===== config.mk =====
export PLATFORM = sky130hd
export DESIGN_NAME = uart_cmd_assembler
export DESIGN_NICKNAME = d
export VERILOG_FILES = /design/src/rtl/uart_cmd_pkg.sv /design/src/rtl/uart_cmd_assembler.sv
export SDC_FILE = /design/constraint.sdc
export NUM_CORES = 1
export LEC_CHECK = 0
export BUFFER_PORTS_ARGS = -buffer_cell sky130_fd_sc_hd__buf_2
export CAP_MARGIN = 20
export CORE_AREA = 3 3 57 69
export DETAILED_ROUTE_END_ITERATION = 6
export DIE_AREA = 0 0 60 72
export GPL_TIMING_DRIVEN = 0
export PLACE_DENSITY = 0.81
export SLEW_MARGIN = 20
export SYNTH_ARGS = -nofsm -noshare
export SYNTH_HDL_FRONTEND = slang
export SYNTH_SLANG_ARGS = --single-unit

===== constraint.sdc =====
create_clock -name clk -period 5.4 [get_ports clk]
set_input_delay 0.27 -clock clk [delete_from_list [all_inputs] [get_ports clk]]
set_output_delay 0.27 -clock clk [all_outputs]
set_load 0.02 [all_outputs]

===== src/rtl/uart_cmd_pkg.sv =====
// ---------------------------------------------------------------------------
// uart_cmd_pkg
// Shared definitions for the UART command assembler.
//   state_t           : assembler FSM states (IDLE_HI, WAIT_LO)
//   BAUD_CLKS_PER_BIT : system clocks per UART bit
//   DEF_TIMEOUT_CLKS  : default inter-byte timeout, two 10-bit byte times
// ---------------------------------------------------------------------------
package uart_cmd_pkg;

  typedef enum logic {
    IDLE_HI = 1'b0,
    WAIT_LO = 1'b1
  } state_t;

  localparam int BAUD_CLKS_PER_BIT = 2604;
  localparam int DEF_TIMEOUT_CLKS  = 2 * 10 * BAUD_CLKS_PER_BIT;

endpackage


===== src/rtl/uart_cmd_assembler.sv =====
// ---------------------------------------------------------------------------
// uart_cmd_assembler
// Pairs two bytes from the UART receiver (high byte first) into a 16-bit
// command for the command processor. A high byte left waiting longer than
// TIMEOUT_CLKS is dropped so a lost byte cannot misalign the stream.
//
// Ports:
//   clk          in   system clock
//   rst_n        in   synchronous active-low reset
//   rx_data[7:0] in   byte from the UART receiver
//   rdy          in   receiver byte-valid level, held until cleared
//   clr_rdy      out  combinational clear back to the receiver
//   cmd[15:0]    out  assembled command {high byte, low byte}
//   cmd_rdy      out  command valid (set/reset flop)
//   clr_cmd_rdy  in   consumer acknowledge, clears cmd_rdy
//   sync_err     out  one-cycle pulse when a high byte is dropped on timeout
//   overrun      out  sticky overwrite flag (only with UART_CMD_OVERRUN_EN)
//
// Build option: define UART_CMD_OVERRUN_EN to add the overrun output.
// ---------------------------------------------------------------------------
module uart_cmd_assembler
  import uart_cmd_pkg::*;
#(
  parameter int TIMEOUT_CLKS = DEF_TIMEOUT_CLKS,
  parameter int CNT_W        = 16
) (
  input  logic        clk,
  input  logic        rst_n,
  input  logic [7:0]  rx_data,
  input  logic        rdy,
  output logic        clr_rdy,
  output logic [15:0] cmd,
  output logic        cmd_rdy,
  input  logic        clr_cmd_rdy,
  output logic        sync_err
`ifdef UART_CMD_OVERRUN_EN
  ,
  output logic        overrun
`endif
);

  localparam logic [CNT_W-1:0] TMO_LOAD = CNT_W'(TIMEOUT_CLKS - 1);

  state_t             r_state;
  logic [CNT_W-1:0]   r_tmo_cnt;
  logic [7:0]         r_hi_byte;
  logic [15:0]        r_cmd;
  logic               r_cmd_rdy;
  logic               r_sync_err;
  logic               w_state_ok;
  logic               w_lo_accept;

  // Both states consume a byte, so the receiver is always cleared on the
  // cycle it presents one; reset suppresses the clear.
  assign w_state_ok  = (r_state == IDLE_HI) || (r_state == WAIT_LO);
  assign clr_rdy     = rdy & rst_n & w_state_ok;
  assign w_lo_accept = (r_state == WAIT_LO) && rdy;

  always_ff @(posedge clk) begin
    if (!rst_n) begin
      r_state    <= IDLE_HI;
      r_tmo_cnt  <= '0;
      r_hi_byte  <= 8'h00;
      r_cmd      <= 16'h0000;
      r_cmd_rdy  <= 1'b0;
      r_sync_err <= 1'b0;
    end else begin
      r_sync_err <= 1'b0;
      // Consumer clear is the default; a completing low byte below overrides it.
      if (clr_cmd_rdy) r_cmd_rdy <= 1'b0;
      case (r_state)
        IDLE_HI: begin
          if (rdy) begin
            r_hi_byte <= rx_data;
            r_tmo_cnt <= TMO_LOAD;
            r_cmd_rdy <= 1'b0;
            r_state   <= WAIT_LO;
          end
        end
        WAIT_LO: begin
          // A byte on the terminal-count cycle still counts as the low byte.
          if (rdy) begin
            r_cmd     <= {r_hi_byte, rx_data};
            r_cmd_rdy <= 1'b1;
            r_state   <= IDLE_HI;
          end else if (r_tmo_cnt != '0) begin
            r_tmo_cnt <= r_tmo_cnt - CNT_W'(1);
          end else begin
            r_state    <= IDLE_HI;
            r_sync_err <= 1'b1;
          end
        end
        default: r_state <= IDLE_HI;
      endcase
    end
  end

  assign cmd      = r_cmd;
  assign cmd_rdy  = r_cmd_rdy;
  assign sync_err = r_sync_err;

`ifdef UART_CMD_OVERRUN_EN
  logic r_overrun;

  always_ff @(posedge clk) begin
    if (!rst_n) begin
      r_overrun <= 1'b0;
    end else if (w_lo_accept && r_cmd_rdy && !clr_cmd_rdy) begin
      r_overrun <= 1'b1;
    end else if (clr_cmd_rdy) begin
      r_overrun <= 1'b0;
    end
  end

  assign overrun = r_overrun;
`else
  logic w_unused;
  assign w_unused = w_lo_accept;
`endif

endmodule


==> out/metrics.yaml <==
timing:
  fin_crit_ps: 2110
  max_slew_margin_pct: 55.6
  fmax_mhz: 474
  final.setup.tns_ps: 0
  slew_violations: 0
  whs_ps: 223
  worst_pin_slew_ps: 660
  grt_setup_unrepaired: "no"
  min_period_over_period_pct: 39.0
  clock_skew_ps: 5.80
  hold_viol: 0
  finalSetupViolCount: 0
grt:
  grt_util_all_layers_pct: 22.1
  grt_pass1_vias: 1638
  grt_max_degree: 15
  grt_overflow_total: 0
  grt_pass1_wl_mm: 7.38
  antenna_found_initial: 0
clocking:
  cts_root_buf: "clkbuf_8"
  postCtsHoldBufs: 0
  cts_buffer_depth: 2
  insertion_delay_ps: 290
  post_cts_resized: 0
  htreeDepth: 2
  cts_setup_buffers: 0
  numCtsBuffers: 5
  cts_tree: "built"
  clk_pin_slew_worst_paths_ps: 80
  cts_sinks: 43
critical_path:
  cp_data_required_time_ps: 5610
  worst-path-max-fanout: 6
  worstSetupStartpointType: "flop"
  crit_slowest_cell: "nor4_1"
  cp-end-kind: "flop"
  cp_data_arrival_time_ps: 2320
  crit_buf_inv: 0
  path_cells: "nor4_1, o211ai_1, or4_1, a211oi_1"
  path_delay_family: "simple AND/OR/NAND/NOR gates"
  max_stage_delay_ps: 620
  crit_type: "flop to flop"
yosys:
  postSynthCellCount: 239
  syn_area_per_cell_sq_um: 8.15
  syn_nets: 252
  synth_common_cells: "54 x nand2_1, 43 x dfxtp_1, 28 x a21oi_1, 15 x clkbuf_1, 10 x nor2_1"
  syn-cell-area_sq_mm: 0.00195
  synth_warnings: 0
  ys_seq_area_share_pct: 44.2
  yosysMostFrequentCell: "nand2_1"
  async_flop_share_pct: 0
  synth_top_area_share_pct: 44.2
  yosys.area.top_type: "dfxtp_1"
  synthTopCellsByArea: "dfxtp_1 44%, nand2_1 10%, a21oi_1 7.2%"
  yosys.cell_types.count: 48
  synth-edff-count: 0
  synth-seq-cells: 43
  synthFlopType: "dfxtp_1"
power:
  power_density_mw_per_mm2: 311
  pwr-share-comb_pct: 15.1
  p_total_mw: 0.701
  seqPwrFrac_pct: 49.5
  sw_frac_of_total_pct: 27.2
  p_leak_nw: 0.860
  max-vdd-ir-drop_mv: 0.221
  p_int_mw: 0.510
  switchingPower_mw: 0.191
  pwr-share-clk_pct: 35.5
run:
  cap_viol_max_count: 0
hold_path:
  hold_path_class: "input port to flop"
placed_design:
  numPortBuffers: 30
  gp_congestion: 0.848
  hpwl_mm: 3.22
final_layout:
  drive_gt1_share_pct: 18.4
  diodes: 0
  multi_input_area_sq_mm: 0.00100
  nets: 289
  num-fill-cells: 287
  area_growth_pct: 15.9
  regArea_sq_um: 861
route:
  drtAntennaViolNets: 0
  firstDrtPassIters: 4
  dr_total_vias: 1855
  drt_iter0_drc: 127
  totalWireLength_mm: 4.49
  viasPerCell: 5.91
  post-route-drc-count: 0
  wl_per_cell_microns: 14.3
status:
  status: "finished, final reports clean"
die:
  fp-row-count: 23
  ios: 31
  start_util_pct: 58.4
  die_h_microns: 72
  die_area_sq_mm: 0.00432
  die-width_microns: 60
  core_area_sq_mm: 0.00334
-- layout make-up --
type	count	share of cell area, %
Clock buffer	5	3.05
Sequential cell	43	38.1
Tap cell	37	2.05
Timing Repair Buffer	30	6.65
Multi-Input combinational cell	174	44.4
Inverter	5	0.831
Buffer	17	2.94
Clock inverter	3	1.94
-- worst min-delay path, cell delays in order --
cell     delay [ps]
buf_2           110
nand2_1          50
a21oi_1          50
-- routing by layer --
layer | GRT usage (%) | routed length [microns]
met1 | 27.3 | 2010
met2 | 37.7 | 2240
met3 | 4.27 | 178
met4 | 7.39 | 65
met5 | 0 | 0
-- cells by family (layout without fill, tap and decap cells) --
logic type      Yosys count  count (layout)  share of synthesized area, %
simple gates            111             111                          29.8
flops                    43              43                          44.2
fa+ha+maj                 1               1                         0.642
buf+inv                  22              60                          4.37
compound gates           62              62                          21.0
-- layout by cell type (no fill, tap or decap), drive strengths merged, types with 3 or more instances in the layout --
master,synthesis,routed
a21oi,28,28
a31oi,5,5
buf,2,32
clkbuf,15,20
dfxtp,43,43
inv,5,5
nand2,54,54
nand2b,6,6
nand3,3,3
nand4,3,3
nor2,10,10
nor3,7,7
nor4,6,6
nor4b,4,4
o21ai,7,7
o311a,3,3
or3,5,5
or4,4,4
-- state kept, by name (all words and copies together), names as in the netlist --
register	count
cmd_rdy	1
sync_err	1
r_state	1
cmd	16
r_tmo_cnt	16
r_hi_byte	8
-- metrics by stage --
step	cell area [sq um]	utilization, %	instances	worst slack (ps)
after CTS	2260	67.6	314	3310
after global placement	2140	64.2	306	3320
after global routing	2260	67.6	314	3120
after detailed placement	2140	64.2	306	3320
after floorplan	1950	-	239	3510
final	2260	67.6	314	3290
-- power groups by stage --
stage	sequential (mW)	clock (mW)	combinational, mW
floorplan	0.355	0	0.0733
global placement	0.353	0	0.103
detailed placement	0.354	0	0.105
CTS	0.346	0.253	0.105
global route	0.349	0.265	0.117
finish	0.347	0.249	0.106
-- final timing paths --
path / from / endpoint / slack [ps] / depth (start not counted)
max: r_tmo_cnt[8]$_SDFFE_PN0P_ / r_tmo_cnt[12]$_SDFFE_PN0P_ / 3290 / 4
min: rx_data[4] / cmd[4]$_SDFFE_PN0P_ / 220 / 3
max reg2reg: r_tmo_cnt[8]$_SDFFE_PN0P_ / r_tmo_cnt[12]$_SDFFE_PN0P_ / 3290 / 4
min reg2reg: cmd[2]$_SDFFE_PN0P_ / cmd[2]$_SDFFE_PN0P_ / 450 / 2
No activity file was read; power rests on OpenSTA's default activity.
